[src/rtl/pipeline_hazard_ctrl.sv]
// -----------------------------------------------------------------------------
// pipeline_hazard_ctrl
//   Stall/flush sequencer for the 5-stage MIPS pipeline. Produces the load
//   enables and bubble/NOP controls for the PC, IF/ID, ID/EX, EX/MEM and MEM/WB
//   registers. It handles:
//     - load-use stalls
//     - taken branch/jump flushes
//     - multi-cycle MULT/DIV occupancy of EX
//     - external memory-wait freeze
//   State and the MDU down-counter are registered. Every control output is
//   combinational from the state plus the current inputs.
//
//   Optional: define HAZARD_PERF_CNT_EN to add the stall-cycle and flush
//   performance counters (o_StallCycles, o_FlushCount).
//
// Ports
//   i_Clk            rising-edge clock
//   i_Reset          synchronous reset, active-high
//   i_IDRs/i_IDRt    rs/rt fields of the instruction in ID
//   i_IDMduStart     instruction in ID is MULT/MULTU/DIV/DIVU
//   i_EXMemRead      instruction in EX is a load
//   i_EXRegDst       destination register of the instruction in EX
//   i_EXBranchTaken  branch/jump resolved taken in EX
//   i_ExtStall       memory not ready; freeze the whole pipeline
//   o_*Write         pipeline register load enables
//   o_IFIDFlush      IF/ID loads a NOP this edge
//   o_IDEXFlush      ID/EX loads a bubble this edge
//   o_MduBusy        MDU occupying EX
//   o_StallCycles    (HAZARD_PERF_CNT_EN) cycles with PC frozen, outside reset
//   o_FlushCount     (HAZARD_PERF_CNT_EN) number of taken-branch flushes
// -----------------------------------------------------------------------------
module pipeline_hazard_ctrl #(
    parameter int MDU_LATENCY = 32
`ifdef HAZARD_PERF_CNT_EN
    ,
    parameter int CNT_W       = 32
`endif
) (
    input  logic             i_Clk,
    input  logic             i_Reset,
    input  logic [4:0]       i_IDRs,
    input  logic [4:0]       i_IDRt,
    input  logic             i_IDMduStart,
    input  logic             i_EXMemRead,
    input  logic [4:0]       i_EXRegDst,
    input  logic             i_EXBranchTaken,
    input  logic             i_ExtStall,
    output logic             o_PCWrite,
    output logic             o_IFIDWrite,
    output logic             o_IDEXWrite,
    output logic             o_EXMEMWrite,
    output logic             o_MEMWBWrite,
    output logic             o_IFIDFlush,
    output logic             o_IDEXFlush,
    output logic             o_MduBusy
`ifdef HAZARD_PERF_CNT_EN
    ,
    output logic [CNT_W-1:0] o_StallCycles,
    output logic [CNT_W-1:0] o_FlushCount
`endif
);

    typedef enum logic {
        RUN      = 1'b0,
        MDU_BUSY = 1'b1
    } state_t;

    // Counter preload on MDU start. The start cycle itself counts as the first
    // EX cycle, so the front end stalls for MDU_LATENCY-1 cycles.
    localparam logic [7:0] LP_MDU_LOAD = 8'(MDU_LATENCY - 1);

    state_t     r_state;
    state_t     w_state_nxt;
    logic [7:0] r_mdu_cnt;
    logic [7:0] w_mdu_cnt_nxt;
    logic       w_load_use;
    logic       w_branch_flush;

    // $zero is never a real producer, so it can never cause a stall.
    assign w_load_use = i_EXMemRead && (i_EXRegDst != 5'd0) &&
                        ((i_EXRegDst == i_IDRs) || (i_EXRegDst == i_IDRt));

    always_ff @(posedge i_Clk) begin
        if (i_Reset) begin
            r_state   <= RUN;
            r_mdu_cnt <= 8'd0;
        end else begin
            r_state   <= w_state_nxt;
            r_mdu_cnt <= w_mdu_cnt_nxt;
        end
    end

    always_comb begin
        o_PCWrite      = 1'b0;
        o_IFIDWrite    = 1'b0;
        o_IDEXWrite    = 1'b0;
        o_EXMEMWrite   = 1'b0;
        o_MEMWBWrite   = 1'b0;
        o_IFIDFlush    = 1'b0;
        o_IDEXFlush    = 1'b0;
        o_MduBusy      = 1'b0;
        w_branch_flush = 1'b0;
        w_state_nxt    = r_state;
        w_mdu_cnt_nxt  = r_mdu_cnt;

        if (i_Reset) begin
            // Hold every register and load NOP/bubble into IF/ID and ID/EX.
            o_IFIDFlush = 1'b1;
            o_IDEXFlush = 1'b1;
        end else if (i_ExtStall) begin
            // Full freeze: nothing moves and state/counter hold. The MDU op
            // still sits in EX, so busy stays visible while frozen.
            o_MduBusy = (r_state == MDU_BUSY);
        end else begin
            unique case (r_state)
                RUN: begin
                    o_PCWrite    = 1'b1;
                    o_IFIDWrite  = 1'b1;
                    o_IDEXWrite  = 1'b1;
                    o_EXMEMWrite = 1'b1;
                    o_MEMWBWrite = 1'b1;
                    if (i_EXBranchTaken) begin
                        // Kill the two wrong-path instructions in IF and ID.
                        o_IFIDFlush    = 1'b1;
                        o_IDEXFlush    = 1'b1;
                        w_branch_flush = 1'b1;
                    end else if (w_load_use) begin
                        o_PCWrite   = 1'b0;
                        o_IFIDWrite = 1'b0;
                        o_IDEXFlush = 1'b1;
                    end else if (i_IDMduStart) begin
                        w_state_nxt   = MDU_BUSY;
                        w_mdu_cnt_nxt = LP_MDU_LOAD;
                    end
                end
                MDU_BUSY: begin
                    // The MDU op is held in ID/EX. The back end drains, and the
                    // datapath turns EX/MEM into a bubble using o_MduBusy.
                    o_MduBusy     = 1'b1;
                    o_EXMEMWrite  = 1'b1;
                    o_MEMWBWrite  = 1'b1;
                    w_mdu_cnt_nxt = r_mdu_cnt - 8'd1;
                    if (r_mdu_cnt == 8'd1) begin
                        w_state_nxt = RUN;
                    end
                end
                default: begin
                    w_state_nxt = RUN;
                end
            endcase
        end
    end

`ifdef HAZARD_PERF_CNT_EN
    logic [CNT_W-1:0] r_stall_cycles;
    logic [CNT_W-1:0] r_flush_count;

    always_ff @(posedge i_Clk) begin
        if (i_Reset) begin
            r_stall_cycles <= '0;
            r_flush_count  <= '0;
        end else begin
            // Any cycle with the PC frozen counts, including external freezes.
            if (!o_PCWrite) begin
                r_stall_cycles <= r_stall_cycles + 1'b1;
            end
            if (w_branch_flush) begin
                r_flush_count <= r_flush_count + 1'b1;
            end
        end
    end

    assign o_StallCycles = r_stall_cycles;
    assign o_FlushCount  = r_flush_count;
`endif

endmodule

[config.mk]
export PLATFORM = sky130hd
export DESIGN_NAME = pipeline_hazard_ctrl
export DESIGN_NICKNAME = d
export VERILOG_FILES = /design/src/rtl/pipeline_hazard_ctrl.sv
export SDC_FILE = /design/constraint.sdc
export NUM_CORES = 1
export LEC_CHECK = 0
export BUFFER_PORTS_ARGS = -buffer_cell sky130_fd_sc_hd__buf_2
export CAP_MARGIN = 40
export CORE_MARGIN = 10
export CORE_UTILIZATION = 50
export DETAILED_ROUTE_END_ITERATION = 7
export PLACE_DENSITY_LB_ADDON = 0.15
export RECOVER_POWER = 50
export SYNTH_ARGS = -nofsm -noshare
export SYNTH_HDL_FRONTEND = slang
export SYNTH_SLANG_ARGS = --single-unit
[constraint.sdc]
create_clock -name i_Clk -period 2.9 [get_ports i_Clk]
set_clock_uncertainty 0.1 [all_clocks]
set_input_delay 0.435 -clock i_Clk [delete_from_list [all_inputs] [get_ports i_Clk]]
set_output_delay 0.435 -clock i_Clk [all_outputs]
set_load 0.01 [all_outputs]
==> metrics <==
CTS H-Tree Depth=1; DRC=0; Int Pwr=~0.23 mW; Most common cell on crit path=buf_2; NetSw=0.116 mW; final-stage net count=~150; clock tree from TritonCTS=done; chip height=a little under 60 um; total wire length=1.96 mm; core box area=between 1000 and 1500 um^2; Final period util=a little under nine tenths; synthesis-stage register bit count=9; cell area power density=around 390 nW/um^2; CP Cell Sequence=buf_2, or4_1, o21ai_0, or2_0, o21a_1, buf_2; largest net degree at the start of global routing=14; final core utilization=between 60% and 70%; via count=800; Max Slew Vio Count=0; Worst Path Class, Setup=input port to primary output; register area share after synthesis=about a quarter; vias in the first global route=approximately 850; Async S/R FF share, synth=0%; Crit path max-delay family=simple AND/OR/NAND/NOR gates; latest clock arrival within the worst-skew pair=between 0.2 and 0.3 ns; post-CTS setup buffer count=0; DR WL/cell=about 14 um; most frequent cell after synthesis=nor2_1; detailed-placement wirelength estimate=about 1.6 mm; Final Hold Vio Count=0; Syn Std Cell Area=between 700 and 800 um^2; # IOs=29; setup TNS=0 ns; Detail Route Antenna Nets=0; first-pass GRT wire length=~3.4 mm; total grt overflow=0; Net Sw Frac=about a third; Flop pwr share=slightly above 40%; Critical Path AT=slightly below 2 ns; hold_buf cts=0; Critical Path RT=about 2.4 ns; Worst Max-Slew Pin Slew=approximately 0.65 ns; die area=around 3400 um^2; combinational share of power=30.4%; Syn Area/Cell=~8 um^2; gr usage total=between 10% and 20%; Post-synth EDFFs=0; unrepaired setup endpoints after global routing=no; Tmin final=between 2 and 2.5 ns; Diodes inserted=0; 1st-iter DRT viols=17; status=finished, final reports clean; upper clock frequency limit=401 MHz; share of post-route cells with drive strength above 1=roughly a quarter; gpl congestion=0.841; die width=58.6 um; root buffer cell=clkbuf_4; commonest register cell after synthesis=dfxtp_1; Max VDD drop=between 0.15 and 0.2 mV; Final WS setup=between 0.4 and 0.5 ns; TritonCTS buffer count=3; Initial Utilization=roughly 55%; Vias/cell=slightly below 6; crit-path max FO=5; Yosys cell types=38; initial antenna violation count=0; post-CTS sizing=0; max cap viols=0; Leak=0.395 nW; CTS max path bufs=2; Tightest Hold Check Type=flip-flop to flip-flop; Inst Count DP=approximately 130; syn_nets=about 120; First-pass DRT Iterations=4; Crit-path slowest cell=or4_1; ranking of synthesized cells by area=dfxtp_1 (24%), xor2_1 (12%), nor2_1 (7.6%); pre-CTS setup slack=~0.57 ns; post-synth top area share=between 20% and 30%; Worst Setup End Kind=primary output; Synth Warn #=0; Final setup viols=0; Clock power frac=between 20% and 30%; CP bufs+invs=2; quantity of I/O buffers inserted on ports=28; largest area contributor in the netlist=dfxtp_1; Post-synth top cells=nor2_1 (15), xor2_1 (10), dfxtp_1 (9); clk sink count=9; hold_ws=0.445 ns; CTS clk-pin slew, worst paths=about 0.06 ns; Layout area overhead=19.0%; Rel. slew slack=a little under three fifths; startpoint types=input port; Worst path max stage delay=roughly 0.53 ns; # rows=13; post-route insts no fill=between 100 and 150; Mapped Cells=95
-- layout make-up --
class | instances | area (um^2)
tap | 15 | 18.8
sequential | 9 | 180
multi-input combinational | 76 | 500
clock buffer | 4 | 26.3
timing repair buffer | 28 | 136
inverter | 6 | 22.5
fill | 126 | 465
-- kinds of logic after synthesis --
group                      share of synthesized area [%]
and+or+nand+nor                                     26.6
AOI/OAI and AO/OA                                   24.7
buffers and inverters                               6.56
adders and majority gates                           3.37
DFF                                                 24.2
xor gates and xnor gates                            13.0
muxes                                               1.52
-- power groups by stage --
stage | registers [mW] | clock network (mW) | logic [mW]
finish | 0.142 | 0.0996 | 0.106
global route | 0.144 | 0.104 | 0.120
CTS | 0.142 | 0.100 | 0.109
detailed placement | 0.145 | 0 | 0.108
global placement | 0.145 | 0 | 0.106
floorplan | 0.141 | 0 | 0.0760
-- tightest hold or removal path, delay by kind of cell, from the launching register on --
| kind | cells | cell delay, ns |
|---|---|---|
| compound gates | 2 | 0.18 |
| flops | 1 | 0.32 |
-- metal layers --
layer | wire (um) | vias to the layer above | GRT usage, % | part of all wire, %
met3 | 134 | 4 | 2.58 | 6.8
met5 | 0 | - | 0 | 0
met2 | 937 | 29 | 19.7 | 48
met1 | 850 | 372 | 13.7 | 43
li1 | - | 395 | - | -
met4 | 40 | 0 | 6.38 | 2.0
-- sequential cells by signal, indices dropped and copies added (netlist names) --
signal and cells:
r_mdu_cnt 8, r_state 1
-- stage by stage --
stage	power, mW	instance area [um^2]
2_1_floorplan	0.217	743
3_3_place_gp	0.251	876
3_5_place_dp	0.253	876
4_1_cts	0.351	902
5_1_grt	0.367	885
6_report	0.347	885
-- path summary, 6_finish.rpt --
path / startpoint / endpoint / slack (ns) / cells past startpoint
worst max register to register: r_state / r_mdu_cnt[5] / 1.24 / 5
worst min register to register: r_mdu_cnt[3] / r_mdu_cnt[3] / 0.45 / 2
worst max-delay path: i_EXRegDst[1] / o_PCWrite / 0.41 / 6
worst min-delay path: r_mdu_cnt[3] / r_mdu_cnt[3] / 0.45 / 2
-- cells in the final DEF (no fill, tap or decap), types with 2 or more instances in the layout --
cell type / netlist / routed
buf_2: 0 / 25
nor2_1: 15 / 15
xor2_1: 10 / 10
dfxtp_1: 9 / 9
a21oi_1: 7 / 7
inv_1: 6 / 6
nand2_1: 6 / 6
nor3_1: 2 / 4
clkbuf_1: 0 / 4
nand3_1: 3 / 3
clkbuf_4: 0 / 3
or4_1: 2 / 2
o21ai_0: 1 / 2
nand4_1: 2 / 2
ha_1: 2 / 2
(Power assumes the default switching activity.)
